[config.mk]
export PLATFORM = sky130hd
export DESIGN_NAME = ecc_scalar_mul_ctrl_flat
export DESIGN_NICKNAME = d
export VERILOG_FILES = /design/src/rtl/ecc_pkg.sv /design/src/rtl/ecc_scalar_mul_ctrl_if.sv /design/src/rtl/ecc_scalar_mul_ctrl.sv /design/src/flat_wrapper.sv
export SDC_FILE = /design/constraint.sdc
export NUM_CORES = 2
export LEC_CHECK = 0
export ABC_AREA = 1
export CORE_AREA = 2 2 281 283
export CTS_CLUSTER_DIAMETER = 150
export DETAILED_ROUTE_END_ITERATION = 7
export DIE_AREA = 0 0 283 285
export GPL_ROUTABILITY_DRIVEN = 0
export PLACE_DENSITY = 0.76
export RECOVER_POWER = 50
export SLEW_MARGIN = 25
export SYNTH_ARGS = -nofsm -noshare
export SYNTH_HDL_FRONTEND = slang
export SYNTH_SLANG_ARGS = --single-unit
export TNS_END_PERCENT = 1
[constraint.sdc]
create_clock -name clk -period 5.65 [get_ports clk]
set_input_delay 1.13 -clock clk [delete_from_list [all_inputs] [get_ports clk]]
set_output_delay 1.13 -clock clk [all_outputs]
set_load 0.01 [all_outputs]
[src/rtl/ecc_pkg.sv]
// ecc_pkg: shared state encoding for the ECC scalar-multiplication controller
package ecc_pkg;
    localparam logic [2:0] ST_IDLE     = 3'd0;
    localparam logic [2:0] ST_SCAN     = 3'd1;
    localparam logic [2:0] ST_DBL_WAIT = 3'd2;
    localparam logic [2:0] ST_ADD_WAIT = 3'd3;
    localparam logic [2:0] ST_FIN      = 3'd4;
endpackage

[src/rtl/ecc_scalar_mul_ctrl_if.sv]
// ecc_scalar_mul_ctrl_if: host request/result and point-unit operand/result bundle
interface ecc_scalar_mul_ctrl_if #(parameter int integer_size = 64);
    logic                    go;
    logic [integer_size-1:0] k, Px, Py;
    logic                    infiniteP;
    logic [integer_size-1:0] Rx, Ry;
    logic                    infiniteR, done, busy;
    logic [integer_size-1:0] op_Px, op_Py, op_Qx, op_Qy;
    logic                    op_infP, op_infQ, add_go, dbl_go, unit_done;
    logic [integer_size-1:0] res_x, res_y;
    logic                    res_inf;
    modport master (
        output go, k, Px, Py, infiniteP, unit_done, res_x, res_y, res_inf,
        input  Rx, Ry, infiniteR, done, busy, op_Px, op_Py, op_infP, op_Qx, op_Qy, op_infQ, add_go, dbl_go
    );
    modport slave (
        input  go, k, Px, Py, infiniteP, unit_done, res_x, res_y, res_inf,
        output Rx, Ry, infiniteR, done, busy, op_Px, op_Py, op_infP, op_Qx, op_Qy, op_infQ, add_go, dbl_go
    );
endinterface

[src/rtl/ecc_scalar_mul_ctrl.sv]
// ecc_scalar_mul_ctrl: left-to-right double-and-add sequencer driving external point units
module ecc_scalar_mul_ctrl
    import ecc_pkg::*;
#(
    parameter int integer_size = 64
) (
    input logic                  clk,
    input logic                  rst,
    ecc_scalar_mul_ctrl_if.slave bus
);
    localparam int IW = (integer_size > 1) ? $clog2(integer_size) : 1;
    localparam logic [IW-1:0] IDX_TOP = IW'(integer_size - 1);
    localparam logic [IW-1:0] IDX_ONE = IW'(1);
    localparam logic [integer_size-1:0] ZERO = '0;
    typedef struct packed {
        logic [integer_size-1:0] x;
        logic [integer_size-1:0] y;
        logic                    inf;
    } point_t;
    localparam point_t INF_PT = '{ZERO, ZERO, 1'b1};

    logic [2:0]              r_state;
    logic [IW-1:0]           r_idx;
    logic [integer_size-1:0] r_k;
    point_t                  r_p, r_r, r_op_p, r_op_q, r_out;
    logic                    r_add_go, r_dbl_go;
    point_t                  w_res, w_c, w_fin;
    logic                    w_bit, w_eqx, w_eqy, w_add, w_dbl_add, w_last;

    // Add-step decision on the candidate R: the unit result in DBL_WAIT, else the held R
    always_comb begin
        w_res     = '{bus.res_x, bus.res_y, bus.res_inf};
        w_c       = (r_state == ST_DBL_WAIT) ? w_res : r_r;
        w_bit     = r_k[r_idx];
        w_eqx     = w_c.x == r_p.x;
        w_eqy     = w_c.y == r_p.y;
        w_add     = w_bit && !w_c.inf && !w_eqx;
        w_dbl_add = w_bit && !w_c.inf && w_eqx && w_eqy;
        w_last    = r_idx == '0;
        w_fin     = r_r.inf ? INF_PT : r_r;
    end

    assign bus.Rx        = (r_state == ST_FIN) ? w_fin.x : r_out.x;
    assign bus.Ry        = (r_state == ST_FIN) ? w_fin.y : r_out.y;
    assign bus.infiniteR = (r_state == ST_FIN) ? w_fin.inf : r_out.inf;
    assign bus.done      = r_state == ST_FIN;
    assign bus.busy      = r_state != ST_IDLE;
    assign bus.add_go    = r_add_go;
    assign bus.dbl_go    = r_dbl_go;
    assign bus.op_Px     = r_op_p.x;
    assign bus.op_Py     = r_op_p.y;
    assign bus.op_infP   = r_op_p.inf;
    assign bus.op_Qx     = r_op_q.x;
    assign bus.op_Qy     = r_op_q.y;
    assign bus.op_infQ   = r_op_q.inf;

    // Scan sequencer: one bit per pass, doubling then conditional add, operands held until unit_done
    always_ff @(posedge clk or negedge rst) begin
        if (!rst) begin
            r_state  <= ST_IDLE;
            r_idx    <= '0;
            r_k      <= '0;
            r_p      <= '0;
            r_r      <= '0;
            r_op_p   <= '0;
            r_op_q   <= '0;
            r_out    <= '0;
            r_add_go <= 1'b0;
            r_dbl_go <= 1'b0;
        end else begin
            r_add_go <= 1'b0;
            r_dbl_go <= 1'b0;
            case (r_state)
                ST_IDLE: if (bus.go) begin
                    r_k     <= bus.k;
                    r_p     <= '{bus.Px, bus.Py, bus.infiniteP};
                    r_r     <= INF_PT;
                    r_idx   <= IDX_TOP;
                    r_state <= (bus.k == ZERO || bus.infiniteP) ? ST_FIN : ST_SCAN;
                end
                ST_SCAN, ST_DBL_WAIT: begin
                    if (r_state == ST_SCAN && !r_r.inf) begin
                        r_dbl_go <= 1'b1;
                        r_op_p   <= r_r;
                        r_state  <= ST_DBL_WAIT;
                    end else if (r_state == ST_SCAN || bus.unit_done) begin
                        if (w_add || w_dbl_add) begin
                            r_add_go <= w_add;
                            r_dbl_go <= w_dbl_add;
                            r_op_p   <= w_c;
                            r_op_q   <= '{r_p.x, r_p.y, 1'b0};
                            r_r      <= w_c;
                            r_state  <= ST_ADD_WAIT;
                        end else begin
                            r_r     <= !w_bit ? w_c : w_c.inf ? r_p : INF_PT;
                            r_idx   <= w_last ? r_idx : r_idx - IDX_ONE;
                            r_state <= w_last ? ST_FIN : ST_SCAN;
                        end
                    end
                end
                ST_ADD_WAIT: if (bus.unit_done) begin
                    r_r     <= w_res;
                    r_idx   <= w_last ? r_idx : r_idx - IDX_ONE;
                    r_state <= w_last ? ST_FIN : ST_SCAN;
                end
                ST_FIN: begin
                    r_out   <= w_fin;
                    r_state <= ST_IDLE;
                end
                default: r_state <= ST_IDLE;
            endcase
        end
    end
endmodule
[src/flat_wrapper.sv]
// flat-port wrapper written by rule: the top's interface ports become plain ports
module ecc_scalar_mul_ctrl_flat import ecc_pkg::*;
#(
    parameter int integer_size = 64
)
  (clk, rst, bus_go, bus_k, bus_Px, bus_Py, bus_infiniteP, bus_unit_done, bus_res_x, bus_res_y, bus_res_inf, bus_Rx, bus_Ry, bus_infiniteR, bus_done, bus_busy, bus_op_Px, bus_op_Py, bus_op_infP, bus_op_Qx, bus_op_Qy, bus_op_infQ, bus_add_go, bus_dbl_go);
  ecc_scalar_mul_ctrl_if #(.integer_size(integer_size)) bus_i ();
  input logic clk;
  input logic rst;
  input wire logic [$bits(bus_i.go)-1:0] bus_go;
  input wire logic [$bits(bus_i.k)-1:0] bus_k;
  input wire logic [$bits(bus_i.Px)-1:0] bus_Px;
  input wire logic [$bits(bus_i.Py)-1:0] bus_Py;
  input wire logic [$bits(bus_i.infiniteP)-1:0] bus_infiniteP;
  input wire logic [$bits(bus_i.unit_done)-1:0] bus_unit_done;
  input wire logic [$bits(bus_i.res_x)-1:0] bus_res_x;
  input wire logic [$bits(bus_i.res_y)-1:0] bus_res_y;
  input wire logic [$bits(bus_i.res_inf)-1:0] bus_res_inf;
  output wire logic [$bits(bus_i.Rx)-1:0] bus_Rx;
  output wire logic [$bits(bus_i.Ry)-1:0] bus_Ry;
  output wire logic [$bits(bus_i.infiniteR)-1:0] bus_infiniteR;
  output wire logic [$bits(bus_i.done)-1:0] bus_done;
  output wire logic [$bits(bus_i.busy)-1:0] bus_busy;
  output wire logic [$bits(bus_i.op_Px)-1:0] bus_op_Px;
  output wire logic [$bits(bus_i.op_Py)-1:0] bus_op_Py;
  output wire logic [$bits(bus_i.op_infP)-1:0] bus_op_infP;
  output wire logic [$bits(bus_i.op_Qx)-1:0] bus_op_Qx;
  output wire logic [$bits(bus_i.op_Qy)-1:0] bus_op_Qy;
  output wire logic [$bits(bus_i.op_infQ)-1:0] bus_op_infQ;
  output wire logic [$bits(bus_i.add_go)-1:0] bus_add_go;
  output wire logic [$bits(bus_i.dbl_go)-1:0] bus_dbl_go;
  assign bus_i.go = bus_go;
  assign bus_i.k = bus_k;
  assign bus_i.Px = bus_Px;
  assign bus_i.Py = bus_Py;
  assign bus_i.infiniteP = bus_infiniteP;
  assign bus_i.unit_done = bus_unit_done;
  assign bus_i.res_x = bus_res_x;
  assign bus_i.res_y = bus_res_y;
  assign bus_i.res_inf = bus_res_inf;
  assign bus_Rx = bus_i.Rx;
  assign bus_Ry = bus_i.Ry;
  assign bus_infiniteR = bus_i.infiniteR;
  assign bus_done = bus_i.done;
  assign bus_busy = bus_i.busy;
  assign bus_op_Px = bus_i.op_Px;
  assign bus_op_Py = bus_i.op_Py;
  assign bus_op_infP = bus_i.op_infP;
  assign bus_op_Qx = bus_i.op_Qx;
  assign bus_op_Qy = bus_i.op_Qy;
  assign bus_op_infQ = bus_i.op_infQ;
  assign bus_add_go = bus_i.add_go;
  assign bus_dbl_go = bus_i.dbl_go;
  ecc_scalar_mul_ctrl #(.integer_size(integer_size)) u_core (.clk(clk), .rst(rst), .bus(bus_i));
endmodule
==> flow_metrics.env <==
export IMPL_mostFrequentLayoutCells="nand2_1, dfrtp_1, clkdlybuf4s50_1"
export IMPL_wl_per_cell_um=20.1
export IMPL_criticalPathCategory="reg -> out"
export IMPL_insertion_delay_ns=0.63
export IMPL_p_comb_share_pct=54.1
export IMPL_yosysSeqAreaShare_pct=48.8
export IMPL_routed_via_density=5.54
export IMPL_clockBufferDepth=3
export IMPL_synthCells=5280
export IMPL_start_util_pct=47.3
export IMPL_drtIter0Drc=4449
export IMPL_fin_ws_ns=0.517
export IMPL_port_buffers=715
export IMPL_die_h_um=285
export IMPL_synth_warnings=0
export IMPL_syn_area_um2=36900
export IMPL_antenna_found_initial=21
export IMPL_grt_start_max_net_pins=169
export IMPL_leakagePower_nw=24.4
export IMPL_fin_hold_ws_ns=0.474
export IMPL_finalCriticalPeriod_ns=5.13
export IMPL_final_antenna_net_count=0
export IMPL_final_common_cell="nand2_1"
export IMPL_grt_use_total_pct=33.8
export IMPL_cts_root_buf="clkbuf_16"
export IMPL_path_delay_family="buffers and inverters"
export IMPL_dieArea_um2=80700
export IMPL_overflow=0
export IMPL_worst_path_most_repeated_cell="nor2_1"
export IMPL_synth_ff_type="dfrtp_1"
export IMPL_syn_nets=5607
export IMPL_intPower_w=0.0160
export IMPL_finalHoldViolations=0
export IMPL_cp_arrival_ns=4.00
export IMPL_htreeDepth=3
export IMPL_power_density_cell_area_nw_per_um2=637
export IMPL_worstSetupStartpointType="flop"
export IMPL_cts_repair_resized=0
export IMPL_crit_path_end_kind="primary output"
export IMPL_path_clk_slew_ns=0.06
export IMPL_post_cts_setup_buffers=0
export IMPL_ir_drop_v=0.000592
export IMPL_reg2reg_slack_ns=0.82
export IMPL_worstPathMaxFanout=26
export IMPL_final_util_pct=61.0
export IMPL_max_cap_violations=9
export IMPL_switching_power_w=0.0143
export IMPL_final_max_slew_viol_count=582
export IMPL_vias=38500
export IMPL_rsz0062_at_grt="no"
export IMPL_die_x_um=283
export IMPL_setup_viol=0
export IMPL_dr_pass1_iters=6
export IMPL_totalWireLength_mm=139
export IMPL_ys_ff_latch=719
export IMPL_final_cells=6946
export IMPL_pre_cts_ws_ns=0.717
export IMPL_crit_buf_inv=5
export IMPL_grt_pass1_vias=36800
export IMPL_switching_share_pct=47.3
export IMPL_clock_sinks=719
export IMPL_synth_edf_count=0
export IMPL_worstPathCellList="nor2_1, inv_1, nor2_1, buf_4, inv_6, nor2_4, inv_2, o21ai_0, clkdlybuf4s50_1"
export IMPL_numCtsBuffers=81
export IMPL_drive_gt1_share_pct=3.62
export IMPL_slew_headroom_pct=-81.5
export IMPL_drc=0
export IMPL_place_hpwl_mm=89.0
export IMPL_ioPinCount=717
export IMPL_cpPeakStageDelay_ns=0.86
export IMPL_dp_cells=6777
export IMPL_required_ns=4.52
export IMPL_p_clk_share_pct=18.1
export IMPL_syn_area_per_cell_um2=6.98
export IMPL_tns_ns=0
export IMPL_status="finished, violations left"
export IMPL_crit_slowest_cell="o21ai_0"
export IMPL_grt_pass1_wl_mm=214
export IMPL_cts_hold_buf=0
export IMPL_clock_skew_ns=0.0298
export IMPL_synthArstFlopShare_pct=100
export IMPL_worstMarginPinSlew_ns=2.71
export IMPL_violations="capacitance limit, slew limit"
export IMPL_nets=6138
export IMPL_clock_fmax_ghz=0.195
export IMPL_seqPwrFrac_pct=27.9
export IMPL_coreArea_um2=78000
export IMPL_yosysUniqueCellTypes=30
export IMPL_synthToLayoutAreaGrowth_pct=29.0
export IMPL_fin_crit_sh_pct=90.8
export IMPL_hold_class="reg -> reg"
export IMPL_num_rows=103
export IMPL_tritoncts="done"
cell families (layout without fill, tap and decap cells):
family	Yosys count	in the layout	share of synthesized area [%]
DFF	719	719	48.8
adders and majority gates	1	1	0.0339
AOI/OAI and AO/OA	637	637	8.68
buffers and inverters	708	1304	7.56
other	1	21	0.0102
and+or+nand+nor	3213	3213	34.9
xor gates and xnor gates	1	1	0.0238
layout make-up:
type | instances | area, µm²
fill | 6911 | 30400
sequential | 719 | 18000
multi-input combinational | 3853 | 16200
timing repair buffer | 772 | 7800
clock buffer | 116 | 2410
inverter | 384 | 1450
tap | 1050 | 1310
clock inverter | 32 | 339
antenna | 20 | 50.0
cell usage after synthesis, types with 2 or more instances:
master / instances / share of area, %
a21oi_1: 130 / 1.8
buf_1: 31 / 0.32
buf_2: 98 / 1.3
buf_4: 2 / 0.041
clkbuf_1: 193 / 2.0
dfrtp_1: 719 / 49
inv_1: 380 / 3.9
inv_2: 3 / 0.031
nand2_1: 2269 / 23
nand3_1: 527 / 7.2
nand3b_1: 13 / 0.26
nand4_1: 18 / 0.31
nor2_1: 375 / 3.8
nor4_1: 6 / 0.10
o21ai_0: 399 / 5.4
o21ai_1: 103 / 1.4
worst paths after layout:
path	startpoint	to	cells past startpoint
setup reg to reg	u_core.r_state[2]	u_core.bus.op_Py[59]	18
min in group asynchronous	rst	u_core.r_p[29]	1
max in group asynchronous	rst	u_core.r_p[99]	2
setup / recovery	u_core.r_state[1]	bus_Ry[42]	9
hold / removal	u_core.r_out[41]	u_core.r_out[41]	2
hold reg to reg	u_core.r_out[41]	u_core.r_out[41]	2
sequential cells by signal, summed over array words and instances (netlist names):
register,cells
u_core.r_k,64
u_core.r_p,129
u_core.r_r,129
u_core.bus.op_Px,64
u_core.bus.op_Qy,64
u_core.r_out,129
u_core.bus.add_go,1
u_core.bus.dbl_go,1
u_core.bus.op_Py,64
u_core.r_state,3
u_core.r_idx,6
u_core.bus.op_Qx,64
u_core.bus.op_infP,1
power by group through the flow:
stage	combinational, W	sequential (W)	clock [W]
after floorplan	0.0103	0.00832	0
after global placement	0.0157	0.00841	0
after detailed placement	0.0161	0.00844	0
after CTS	0.0162	0.00839	0.00550
after global routing	0.0182	0.00861	0.00572
final	0.0164	0.00844	0.00548
per-layer routing:
metal	vias up	GRT usage (%)	share of wire, %
li1	17700	-	-
met1	18000	43.9	39
met2	2362	52.4	45
met3	453	7.58	11
met4	12	19.3	5.5
met5	-	0	0.052
worst min-delay path: stages, from the launching register on:
cell and delay, ns:
dfrtp_1 0.32, nand2_1 0.05, nand2_1 0.07
per-stage QoR:
stage               total power [W]  cell area [µm²]
CTS                          0.0301            47600
finish                       0.0303            47500
global placement             0.0241            44800
global route                 0.0325            47500
floorplan                    0.0186            36900
detailed placement           0.0245            44800
(Power assumes the default switching activity.)
